<file path="config.mk">
export PLATFORM = sky130hd
export DESIGN_NAME = keypad_scan
export DESIGN_NICKNAME = d
export VERILOG_FILES = /design/src/rtl/keypad_pkg.sv /design/src/rtl/keypad_matrix_scan.sv /design/src/rtl/keypad_scan.sv
export SDC_FILE = /design/constraint.sdc
export NUM_CORES = 1
export LEC_CHECK = 0
export ABC_AREA = 1
export CAP_MARGIN = 5
export CORE_AREA = 2 2 135 137
export CTS_CLUSTER_SIZE = 24
export DETAILED_ROUTE_END_ITERATION = 8
export DIE_AREA = 0 0 137 139
export PLACE_DENSITY_LB_ADDON = 0.3
export SYNTH_ARGS = -nofsm -noshare
export SYNTH_HDL_FRONTEND = slang
export SYNTH_SLANG_ARGS = --single-unit
</file>
<file path="constraint.sdc">
create_clock -name clock -period 10.62 [get_ports clock]
set_clock_uncertainty 0.15 [all_clocks]
set_input_delay 1.593 -clock clock [delete_from_list [all_inputs] [get_ports clock]]
set_output_delay 1.593 -clock clock [all_outputs]
set_load 0.01 [all_outputs]
</file>
<file path="src/rtl/keypad_pkg.sv">
// Shared types and constants for the 4x4 keypad scanner: FSM states,
// key map, frame-result encoding and synchronizer depth.
package keypad_pkg;

  typedef enum logic [1:0] {
    ST_IDLE,
    ST_PRESS_CHECK,
    ST_HELD,
    ST_RELEASE_CHECK
  } kp_state_t;

  localparam int SYNC_STAGES = 2;

  // Nibble i holds the code at column i/4, row i%4 (index 0 in the LSBs).
  localparam logic [63:0] KEY_MAP = 64'hDCBA_E963_F852_0741;

  typedef struct packed {
    logic       valid;
    logic [3:0] code;
  } frame_result_t;

  localparam frame_result_t RESULT_NONE = '{valid: 1'b0, code: 4'h0};

  function automatic logic [3:0] key_lookup(input logic [3:0] idx);
    return KEY_MAP[{idx, 2'b00} +: 4];
  endfunction

  // Exactly one pressed bit yields that key; zero or several yield NONE.
  function automatic frame_result_t encode_frame(input logic [15:0] pressed);
    frame_result_t res;
    int            n;
    res = RESULT_NONE;
    n   = 0;
    for (int i = 0; i < 16; i++) begin
      if (pressed[i]) begin
        n++;
        res.code = key_lookup(4'(i));
      end
    end
    if (n == 1) res.valid = 1'b1;
    else        res = RESULT_NONE;
    return res;
  endfunction

endpackage

</file>
<file path="src/rtl/keypad_matrix_scan.sv">
// Column sequencer, row synchronizer and per-frame sample/encode stage.
// frame_done and the result are combinational during the col3 sample cycle.
module keypad_matrix_scan
  import keypad_pkg::*;
#(
  parameter int SCAN_TICKS = 100_000
) (
  input  logic       clock,
  input  logic       reset,
  input  logic [3:0] row,
  output logic [3:0] col,
  output logic       frame_done,
  output logic       result_valid,
  output logic [3:0] result_code
);

  localparam int TICK_W = $clog2(SCAN_TICKS);
  localparam logic [TICK_W-1:0] TICK_LAST = TICK_W'(SCAN_TICKS - 1);

  logic [TICK_W-1:0] r_tick;
  logic [1:0]        r_col_idx;
  logic [3:0]        r_col;
  logic [3:0]        r_sync [SYNC_STAGES];
  logic [15:0]       r_frame;
  logic [15:0]       w_frame_next;
  logic              w_sample;
  logic [3:0]        w_row_sync;
  frame_result_t     w_result;

  // Idle rows are pulled up, so the synchronizer resets to all-ones.
  genvar gi;
  generate
    for (gi = 0; gi < SYNC_STAGES; gi++) begin : g_sync
      if (gi == 0) begin : g_first
        always_ff @(posedge clock) begin
          if (reset) r_sync[gi] <= 4'hF;
          else       r_sync[gi] <= row;
        end
      end else begin : g_next
        always_ff @(posedge clock) begin
          if (reset) r_sync[gi] <= 4'hF;
          else       r_sync[gi] <= r_sync[gi-1];
        end
      end
    end
  endgenerate

  assign w_row_sync = r_sync[SYNC_STAGES-1];
  assign w_sample   = (r_tick == TICK_LAST);

  // Column 0 sits on the MSB of the drive bus, so the low bit rotates right.
  always_ff @(posedge clock) begin
    if (reset) begin
      r_tick    <= '0;
      r_col_idx <= 2'd0;
      r_col     <= 4'b0111;
      r_frame   <= '0;
    end else if (w_sample) begin
      r_tick    <= '0;
      r_col_idx <= r_col_idx + 2'd1;
      r_col     <= {r_col[0], r_col[3:1]};
      r_frame   <= w_frame_next;
    end else begin
      r_tick    <= r_tick + TICK_W'(1);
    end
  end

  always_comb begin
    w_frame_next = r_frame;
    w_frame_next[{r_col_idx, 2'b00} +: 4] = ~w_row_sync;
  end

  assign w_result     = encode_frame(w_frame_next);
  assign frame_done   = w_sample && (r_col_idx == 2'd3);
  assign result_valid = w_result.valid;
  assign result_code  = w_result.code;
  assign col          = r_col;

endmodule

</file>
<file path="src/rtl/keypad_scan.sv">
// 4x4 keypad reader: matrix scanner plus frame-level debounce FSM.
// Define KEYPAD_REPEAT_EN to add auto-repeat pulses while a key is held.
module keypad_scan
  import keypad_pkg::*;
#(
  parameter int SCAN_TICKS     = 100_000,
  parameter int DEBOUNCE_SCANS = 4
`ifdef KEYPAD_REPEAT_EN
  , parameter int REPEAT_FRAMES = 250
`endif
) (
  input  logic       clock,
  input  logic       reset,
  output logic [3:0] col,
  input  logic [3:0] row,
  output logic [3:0] key_code,
  output logic       key_valid,
  output logic       key_held
);

  localparam int CNT_W = $clog2(DEBOUNCE_SCANS + 1);
  localparam logic [CNT_W-1:0] CNT_ONE    = CNT_W'(1);
  localparam logic [CNT_W-1:0] CNT_TARGET = CNT_W'(DEBOUNCE_SCANS);

  logic             w_frame_done;
  logic             w_result_valid;
  logic [3:0]       w_result_code;
  logic             w_match;
  logic [CNT_W-1:0] w_cnt_inc;

  kp_state_t        r_state;
  logic [3:0]       r_cand;
  logic [CNT_W-1:0] r_cnt;
  logic [3:0]       r_key_code;
  logic             r_key_valid;
  logic             r_key_held;

`ifdef KEYPAD_REPEAT_EN
  localparam int REP_W = $clog2(REPEAT_FRAMES + 1);
  logic [REP_W-1:0] r_rep;
  logic [REP_W-1:0] w_rep_inc;
  assign w_rep_inc = r_rep + REP_W'(1);
`endif

  keypad_matrix_scan #(
    .SCAN_TICKS(SCAN_TICKS)
  ) u_scan (
    .clock       (clock),
    .reset       (reset),
    .row         (row),
    .col         (col),
    .frame_done  (w_frame_done),
    .result_valid(w_result_valid),
    .result_code (w_result_code)
  );

  assign w_match   = w_result_valid && (w_result_code == r_cand);
  assign w_cnt_inc = r_cnt + CNT_ONE;

  always_ff @(posedge clock) begin
    if (reset) begin
      r_state     <= ST_IDLE;
      r_cand      <= 4'h0;
      r_cnt       <= '0;
      r_key_code  <= 4'h0;
      r_key_valid <= 1'b0;
      r_key_held  <= 1'b0;
`ifdef KEYPAD_REPEAT_EN
      r_rep       <= '0;
`endif
    end else begin
      r_key_valid <= 1'b0;
      if (w_frame_done) begin
        case (r_state)
          ST_IDLE: begin
            if (w_result_valid) begin
              r_state <= ST_PRESS_CHECK;
              r_cand  <= w_result_code;
              r_cnt   <= CNT_ONE;
            end
          end
          ST_PRESS_CHECK: begin
            if (w_match) begin
              if (w_cnt_inc == CNT_TARGET) begin
                r_state     <= ST_HELD;
                r_key_code  <= r_cand;
                r_key_valid <= 1'b1;
                r_key_held  <= 1'b1;
                r_cnt       <= '0;
`ifdef KEYPAD_REPEAT_EN
                r_rep       <= '0;
`endif
              end else begin
                r_cnt <= w_cnt_inc;
              end
            end else if (w_result_valid) begin
              r_cand <= w_result_code;
              r_cnt  <= CNT_ONE;
            end else begin
              r_state <= ST_IDLE;
              r_cnt   <= '0;
            end
          end
          ST_HELD: begin
            if (!w_match) begin
              r_state <= ST_RELEASE_CHECK;
              r_cnt   <= CNT_ONE;
            end
`ifdef KEYPAD_REPEAT_EN
            else if (w_rep_inc == REP_W'(REPEAT_FRAMES)) begin
              r_key_valid <= 1'b1;
              r_rep       <= '0;
            end else begin
              r_rep <= w_rep_inc;
            end
`endif
          end
          ST_RELEASE_CHECK: begin
            // A bounce back to the same key resumes HELD silently.
            if (w_match) begin
              r_state <= ST_HELD;
              r_cnt   <= '0;
            end else if (w_cnt_inc == CNT_TARGET) begin
              r_state    <= ST_IDLE;
              r_key_held <= 1'b0;
              r_cnt      <= '0;
            end else begin
              r_cnt <= w_cnt_inc;
            end
          end
          default: r_state <= ST_IDLE;
        endcase
      end
    end
  end

  assign key_code  = r_key_code;
  assign key_valid = r_key_valid;
  assign key_held  = r_key_held;

endmodule

</file>
; ---- Word level (Yosys, flattened, before mapping)
; Memories as Yosys holds them, arrays and structs flattened.
; Cells that the tools add are included.
[word_totals]
mem_bits_rw = 8
reg_bits = 54
n_memories = 1
in_bits = 6
output_inout_bits = 10
[classes]
shift = 2
n_reduce_logical = 12
muxes = 64
addsub = 19
bitwise_logic = 6
eq_ne = 18
[memory_table]
columns = memory, depth, word_bits, rd, rd_clocked_by_memory_dff, wr, line_no
row1 = u_scan.r_sync, 2, 4, 2, 0, 2, keypad_matrix_scan.sv:23  ; logic [3:0] r_sync [SYNC_STAGES];
[op_table]
columns = operator, count
row1 = 32-bit two-way mux, 15
row2 = 32-bit by 2-bit adder with 32-bit output (second input constant), 14
row3 = 4-bit two-way mux, 15
row4 = 32-bit by 2-bit equality test with 1-bit output (second input constant), 1
row5 = 3-bit two-way mux, 10
row6 = 17-bit by 1-bit adder with 17-bit output (second input constant), 1
row7 = 17-bit equality test (second input constant), 1
row8 = 16-bit bitwise mux, 1
row9 = 4-bit by 6-bit variable shift with 16-bit output (first input constant), 1
row10 = 4-bit by 6-bit variable part select with 16-bit output, 1
row11 = 2-bit two-way mux, 7
row12 = 2-bit != test (second input constant), 7
row13 = 1-bit two-way mux, 12
row14 = 3-bit case mux with 4 select lines, 1
row15 = 6-bit AND reduction, 2
row16 = 3-bit != test (second input constant), 3
row17 = 2-bit case mux with 4 select lines, 1
row18 = 4-bit case mux with 2 select lines, 1
row19 = 2-bit equality test (second input constant), 3
row20 = 4-bit negation with 6-bit output, 1
row21 = 3-bit AND reduction, 2
row22 = 4-bit equality test, 1
row23 = 4-bit inverter, 1
row24 = 4-bit AND reduction, 1
row25 = 13 further kinds, 18

; ---- Logic depth before layout (Yosys ltp)
; Gate-level depths: netlist of the first run.
; An unclocked memory read counts as a cell.
[logic_depth]
word_depth = 41
mapped_depth = 68
ltp_nobuf = 68

; ---- Modules after synthesis
; A second synthesis of the first run with hierarchy kept.
[unflattened]
hier_cells = 820
hier_area_um2 = 5117.4
[modules_own_cells]
columns = module, area_per_inst_um2, n_inst, cells_per_inst, seq_area_each_um2
row1 = keypad_matrix_scan, 4324.1, 1, 700, 940.9
row2 = keypad_scan, 793.3, 1, 120, 300.3

; ---- Worst setup path after synthesis of the first run
; Ideal clock, no wire load.
[synth_timing]
path_kind = register to register
from = register u_scan.r_col_idx[0]
to = register with a tool-made name
slack_ns = 1.755
arrival_time_ns = 8.606
required_time_ns = 10.361
path_stages_with_launch = 64
setup_time_ns = 0.109
path_cell_list = dfxtp_1 > inv_2 > ha_1 > nor4_1 > a21oi_1 > ha_1 > inv_1 > nand2_1 > nand2_1 > ha_1 > nand2_1 > nand2_1 > ha_1 > inv_1 > nand2_1 > nand2_1 > inv_1 > ha_1 > [28 not listed] > nand2_1 > o21ai_1 > ha_1 > nand2_1 > nor2_1 > nand3_1 > nand3_1 > nand2_2 > nor2_4 > inv_2 > nor2_2 > nand3_2 > nand2_2 > nand2_2 > nand3_2 > nand2_1 > inv_2 > nor2_2
[synth_rtl]
columns = element, line_no
row1 = start: declaration, keypad_matrix_scan.sv:21  ; logic [1:0] r_col_idx;
row2 = start signal: assignment, keypad_matrix_scan.sv:60  ; r_col_idx <= r_col_idx + 2'd1;

; ---- Worst setup path after layout of the first run
[layout_timing]
from = register u_scan.r_col_idx[0]
to = register r_key_code[1] (netlist: key_code[1])
[layout_between]
elab_chain_len = 39
word_cells_on_any_way = 59
classes_between = add/sub: 16 / eq/ne: 3 / shift: 2 / mux: 35 / reduce/logical: 3
[layout_rtl]
columns = element, line_no
row1 = 4-bit negation with 6-bit output, keypad_matrix_scan.sv:70  ; w_frame_next[{r_col_idx, 2'b00} +: 4] = ~w_row_sync;
row2 = 4-bit by 6-bit variable part select with 16-bit output or 4-bit by 6-bit variable shift with 16-bit output (tied branches), keypad_matrix_scan.sv:70
row3 = 16-bit bitwise mux, keypad_matrix_scan.sv:70
row4 = 1-bit two-way mux, keypad_pkg.sv:35  ; if (pressed[i]) begin
row5 = 1-bit by 1-bit adder with 2-bit output, keypad_pkg.sv:36  ; n++;
row6 = 32-bit two-way mux, keypad_pkg.sv:35
row7 = 32-bit by 2-bit adder with 32-bit output, keypad_pkg.sv:36
row8 = 32-bit two-way mux, keypad_pkg.sv:35
row9 = [23 not listed], --
row10 = 32-bit two-way mux, keypad_pkg.sv:35
row11 = 32-bit by 2-bit adder with 32-bit output, keypad_pkg.sv:36
row12 = 32-bit two-way mux, keypad_pkg.sv:35
row13 = 32-bit by 2-bit equality test with 1-bit output, keypad_pkg.sv:40  ; if (n == 1) res.valid = 1'b1;
row14 = 4-bit two-way mux, keypad_pkg.sv:40
row15 = 4-bit equality test, keypad_scan.sv:57  ; assign w_match = w_result_valid && (w_result_code == r_cand);
row16 = 1-bit logical AND, keypad_scan.sv:57
row17 = 4-bit AND reduction (no source line) *, --
row18 = end signal: assignment, keypad_scan.sv:86  ; r_key_code <= r_cand;
row19 = end: declaration, keypad_scan.sv:34  ; logic [3:0] r_key_code;
; Mark *: on every way between the ends. The rest lies on a longest branch, timed or not.
; A chain may end at the register's enable or synchronous reset.

==> results.json, run 1 <==
{
  "worst_pin_slew_ns": 0.929,
  "critical_path.reg2reg.startpoint": "u_scan.r_col_idx[0]",
  "cts_tree": "done",
  "ys_types": 43,
  "final_max_slew_viol_count": 0,
  "synth_top_area_share_pct": 23.9,
  "grt_pass1_vias": 4501,
  "synthTopCellsByCount": "nand2_1, inv_1, nor2_1, nand3_1, dfxtp_1",
  "core_area_sq_mm": 0.0177,
  "worstPathRequired_ns": 10.69,
  "final_antenna_net_count": 0,
  "dieArea_sq_mm": 0.0190,
  "finalHoldViolCount": 0,
  "clk_latency_ns": 0.33,
  "holdPathStages": 1,
  "chipHeight_um": 139,
  "cts_buffers": 9,
  "cp_slowest_stage_delay_ns": 0.43,
  "yosysTopAreaCell": "dfxtp_1",
  "avgSynthCellArea_sq_um": 6.33,
  "cts_max_path_buffers": 2,
  "drtIter0Drc": 266,
  "drive_above_1_share_pct": 18.0,
  "max_freq_ghz": 0.106,
  "grt_overflow_total": 0,
  "start_util_pct": 29.4,
  "path_max_fanout": 9,
  "r2r_cells": 59,
  "fin_crit_sh_pct": 89.2,
  "cts.clk_slew.worst_paths_ns": 0.06,
  "ys_seq_elements": 62,
  "antenna_found_initial": 0,
  "critPathLaunch": "u_scan.r_col_idx[0]",
  "rows": 49,
  "synth-main-ff-cell": "dfxtp_1",
  "synth.cell_area_sq_mm": 0.00519,
  "grt.total_usage_pct": 11.8,
  "r2r_end": "key_code[1]",
  "worstHoldPathType": "flip-flop to flip-flop",
  "relSlewSlack_pct": 38.0,
  "ctsRootBufferMaster": "clkbuf_16",
  "area_growth_pct": 13.3,
  "start_kind": "flip-flop",
  "drc_errors": 0,
  "static-leakage-power_nw": 2.58,
  "ioPinCount": 16,
  "grt_max_degree": 33,
  "powerDensity_mw_per_mm2": 94.2,
  "yosys_warnings": 0,
  "slowest_stage": "dfxtp_2",
  "fin_crit_ns": 9.48,
  "place_area_sq_mm": 0.00559,
  "synth-async-reset-ratio_pct": 0,
  "syn_inst": 819,
  "ir_drop_mv": 0.0868,
  "synth.most_common_cell": "nand2_1",
  "vias_per_cell": 4.51,
  "worst_setup_path_end_kind": "flip-flop",
  "min_from": "u_scan.r_sync[0][0]",
  "synth-edff-count": 0,
  "ys_seq_area_share_pct": 23.9,
  "cpMostUsedCell": "nand2_1",
  "status": "complete, no violations",
  "hpwl_um": 8530,
  "cp-endpoint": "key_code[1]",
  "routed_wl_um": 10800,
  "die_width_um": 137,
  "fin_setup_tns_ns": 0,
  "maxCapViolations": 0,
  "crit_arrival_ns": 9.54,
  "clkSinkCount": 62,
  "grt_pass1_wl_um": 19300,
  "final_nets": 865,
  "antenna_cells": 0,
  "vias": 4831,
  "rsz0062_at_grt": "no",
  "synth_nets": 848,
  "postCtsHoldBufs": 0,
  "setup_viol": 0,
  "synth_area_leaders": "dfxtp_1, nand2_1, inv_1",
  "design_area_sq_mm": 0.00588,
  "wire_per_inst_um": 10.1,
  "place_congestion": 0.824,
  "htree_levels": 3,
  "first_pass_iters": 4,
  "path_class": "flip-flop to flip-flop",
  "rrSetupSlack_ns": 1.14,
  "placement.io_buffers": 15
}
==> critical path, delay by kind of cell (launching register included) <==
kind	cells	cell delay [ns]
simple gates	33	3.49
fa+ha+maj	15	4.24
buf+inv	6	0.47
flops	1	0.43
compound gates	5	0.60
==> logic make-up after synthesis <==
logic type      share of synthesized area [%]
buf+inv                                  11.0
simple gates                             45.9
compound gates                           12.3
xor+xnor                                 1.35
flops                                    23.9
fa+ha+maj                                5.55
==> stage by stage <==
step / power (mW) / std cells / util [%] / hold slack (ns) / worst slack (ns)
floorplan: 0.285 / 819 / - / 0.239 / 1.75
global placement: 0.295 / 1054 / 31.7 / 0.244 / 1.13
detailed placement: 0.295 / 1054 / 31.7 / 0.244 / 0.925
CTS: 0.563 / 1070 / 33.2 / 0.257 / 0.886
global route: 0.585 / 1070 / 33.3 / 0.267 / 0.0595
finish: 0.554 / 1070 / 33.3 / 0.255 / 1.14
==> cells in the final DEF (no fill, tap or decap), drive strengths merged, types with 4 or more instances in the layout <==
master / Yosys / final
o21ai: 44 / 44
a21oi: 45 / 45
inv: 138 / 138
nor2: 85 / 85
nand3: 99 / 99
clkdlybuf4s50: 0 / 15
nor4: 4 / 4
nand4: 12 / 12
clkbuf: 9 / 9
nand2: 227 / 227
clkinv: 3 / 8
nand3b: 6 / 6
ha: 23 / 23
o22ai: 16 / 16
dfxtp: 62 / 62
xor2: 6 / 6
nor3: 12 / 12
or2: 13 / 13
==> cell type report <==
type	count	area, sq um
clock buffer	9	225
clock inverter	7	51.3
fill	1995	11800
inverter	141	529
multi-input combinational	606	3390
sequential	62	1240
tap	229	287
timing repair buffer	16	158
==> power breakdown <==
group | leakage (nW) | switching (mW) | internal (mW)
Combinational | 1.95 | 0.0346 | 0.0191
Sequential | 0.502 | 0.00105 | 0.235
Clock | 0.131 | 0.106 | 0.158
Total | 2.58 | 0.142 | 0.412
==> state kept, by name, indices dropped and copies added (netlist names), named ones only <==
name / flops
u_scan.r_col_idx: 2
key_valid: 1
r_cand: 4
r_state: 1
u_scan.r_frame: 16
u_scan.r_tick: 17
u_scan.r_sync: 8
r_cnt: 3
key_code: 4
key_held: 1
u_scan.col: 4
==> how the worst min path moves through the flow <==
stage                                      to  slack (ns)
after global placement    u_scan.r_sync[1][3]        0.24
after global routing      u_scan.r_sync[1][3]        0.27
final                     u_scan.r_sync[1][0]        0.26
after floorplan           u_scan.r_sync[1][0]        0.24
after CTS                 u_scan.r_sync[1][0]        0.26
after detailed placement  u_scan.r_sync[1][0]        0.24
==> repair_timing <==
action,in CTS,in global routing
resized for setup,0,3
setup buffers,0,0
endpoints found under the setup margin,0,12
==> layer usage <==
layer	up-vias	part of all wire [%]	wire (um)	GRT usage, %
met2	31	45	4860	19.4
met4	0	0.85	92	2.66
met5	-	0	0	0
met3	10	1.5	160	1.72
li1	2680	-	-	-
met1	2110	53	5670	16.3
Note: power is estimated with default switching activity, not from simulation.
==> inputs of run 2 (changes only) <==
--- a/config.mk
+++ b/config.mk
@@ -8,6 +8,7 @@
 export ABC_AREA = 1
 export CAP_MARGIN = 5
 export CORE_AREA = 2 2 135 137
+export CTS_BUF_LIST = sky130_fd_sc_hd__clkbuf_8
 export CTS_CLUSTER_SIZE = 24
 export DETAILED_ROUTE_END_ITERATION = 8
 export DIE_AREA = 0 0 137 139
==> run 2 against run 1 <==
Compared with the run above: register-to-register slack about the same; sequential power barely moved; largest power group is now sequential cells; utilization decreased by 0.57 points; clock-buffer cell count unchanged; critical endpoint unchanged; power down 15%; critical path depth unchanged; combinational power barely moved.
==> results.json, run 2 (synthesis results as in run 1) <==
{
  "status": "complete, no violations",
  "hpwl_um": 8530,
  "slowest_stage": "dfxtp_2",
  "drive_above_1_share_pct": 18.0,
  "top_register": "u_scan.r_tick",
  "clk_latency_ns": 0.34,
  "vias_per_cell": 4.52,
  "grt_max_degree": 33,
  "largest_registers": "u_scan.r_tick x17, u_scan.r_frame x16, u_scan.r_sync x8",
  "htree_levels": 3,
  "max_freq_ghz": 0.105,
  "worst_pin_slew_ns": 0.934,
  "ir_drop_mv": 0.0900,
  "final_antenna_net_count": 0,
  "worstPathRequired_ns": 10.71,
  "fin_setup_tns_ns": 0,
  "cts_buffers": 9,
  "dieArea_sq_mm": 0.0190,
  "final_cell_mix": "nand2_1, inv_1, nor2_1",
  "cpMostUsedCell": "nand2_1",
  "final_max_slew_viol_count": 0,
  "routed_wl_um": 10700,
  "static-leakage-power_nw": 2.54,
  "start_util_pct": 29.4,
  "place_area_sq_mm": 0.00559,
  "ioPinCount": 16,
  "postCtsHoldBufs": 0,
  "antenna_cells": 0,
  "design_area_sq_mm": 0.00578,
  "vias": 4834,
  "path_max_fanout": 9,
  "drtIter0Drc": 171,
  "post_cts_buffers": 0,
  "area_growth_pct": 11.4,
  "cp_num_buf_inv": 6,
  "setup_viol": 0,
  "powerDensity_mw_per_mm2": 81.8,
  "grt_pass1_wl_um": 19100,
  "antenna_found_initial": 0,
  "layout_commonest_cell": "nand2_1",
  "cp_slowest_stage_delay_ns": 0.43,
  "clkSinkCount": 62,
  "final_nets": 865,
  "grt.total_usage_pct": 11.7,
  "first_pass_iters": 5,
  "die_width_um": 137,
  "grt_overflow_total": 0,
  "fin_crit_sh_pct": 89.3,
  "critPathTopFamily": "adder cells",
  "maxCapViolations": 0,
  "drc_errors": 0,
  "cts_tree": "done",
  "relSlewSlack_pct": 37.7,
  "rsz0062_at_grt": "no",
  "core_area_sq_mm": 0.0177,
  "worstHoldPathType": "flip-flop to flip-flop",
  "crit_arrival_ns": 9.57,
  "grt_pass1_vias": 4462,
  "path_class": "flip-flop to flip-flop",
  "wire_per_inst_um": 10.0,
  "placement.io_buffers": 15,
  "cts.clk_slew.worst_paths_ns": 0.08,
  "chipHeight_um": 139,
  "worst_setup_path_end_kind": "flip-flop",
  "largest_register_ffs": 17,
  "finalHoldViolCount": 0,
  "start_kind": "flip-flop",
  "ctsRootBufferMaster": "clkbuf_8",
  "fin_crit_ns": 9.48,
  "cts_max_path_buffers": 2,
  "place_congestion": 0.824,
  "rows": 49
}
[run 2: final timing paths]
kind	startpoint	end	slack (ns)	cells past startpoint
max	u_scan.r_col_idx[0]	key_code[1]	1.14	59
min	u_scan.r_sync[0][0]	u_scan.r_sync[1][0]	0.26	1
max reg2reg	u_scan.r_col_idx[0]	key_code[1]	1.14	59
min reg2reg	u_scan.r_sync[0][0]	u_scan.r_sync[1][0]	0.26	1
[run 2: timing repair]
item                                    4_1_cts  5_1_grt
hold endpoints to repair                      0        0
gates resized for setup                       0        3
endpoints found under the setup margin        0       12
[run 2: power breakdown]
part           switching, mW  internal [mW]  total, mW  leakage [nW]
clock network         0.0983         0.0847      0.183        0.0852
logic                 0.0347         0.0191     0.0538          1.95
registers            0.00105          0.235      0.236         0.502
total                  0.134          0.339      0.473          2.54
[run 2: layout make-up]
class	count	area [sq um]
sequential	62	1240
clock inverter	7	51.3
inverter	141	529
timing repair buffer	16	158
fill	2001	11900
clock buffer	9	124
tap	229	287
multi-input combinational	606	3390
[run 2: layer usage]
metal,vias to the layer above,share of wire [%],global-route usage [%]
li1,2678,-,-
met1,2104,53,16.3
met2,37,44,19.0
met3,15,1.7,1.17
met4,0,1.3,3.64
met5,-,0,0
[run 2: worst register-to-register path, delay by kind of cell (launching register included)]
family | cells | cell delay (ns)
AND/OR/NAND/NOR | 33 | 3.49
flip-flops | 1 | 0.43
AO/OA/AOI/OAI | 5 | 0.60
buffers and inverters | 6 | 0.47
adder cells (fa/ha/maj) | 15 | 4.24
[run 2: per-stage QoR]
stage | hold WS, ns | total power, mW | worst slack, ns | cells | utilization [%]
after floorplan | 0.239 | 0.285 | 1.75 | 819 | -
after global placement | 0.244 | 0.295 | 1.13 | 1054 | 31.7
after CTS | 0.262 | 0.480 | 0.885 | 1070 | 32.7
after detailed placement | 0.244 | 0.295 | 0.925 | 1054 | 31.7
after global routing | 0.274 | 0.499 | 0.0633 | 1070 | 32.7
final | 0.260 | 0.473 | 1.14 | 1070 | 32.7
==> inputs of run 3 (changes only) <==
--- a/config.mk
+++ b/config.mk
@@ -6,6 +6,7 @@
 export NUM_CORES = 1
 export LEC_CHECK = 0
 export ABC_AREA = 1
+export ABC_CLOCK_PERIOD_IN_PS = 10620
 export CAP_MARGIN = 5
 export CORE_AREA = 2 2 135 137
 export CTS_BUF_LIST = sky130_fd_sc_hd__clkbuf_8
==> results of run 3 <==
Final layout, timing and power as in run 2 (identical DEF).
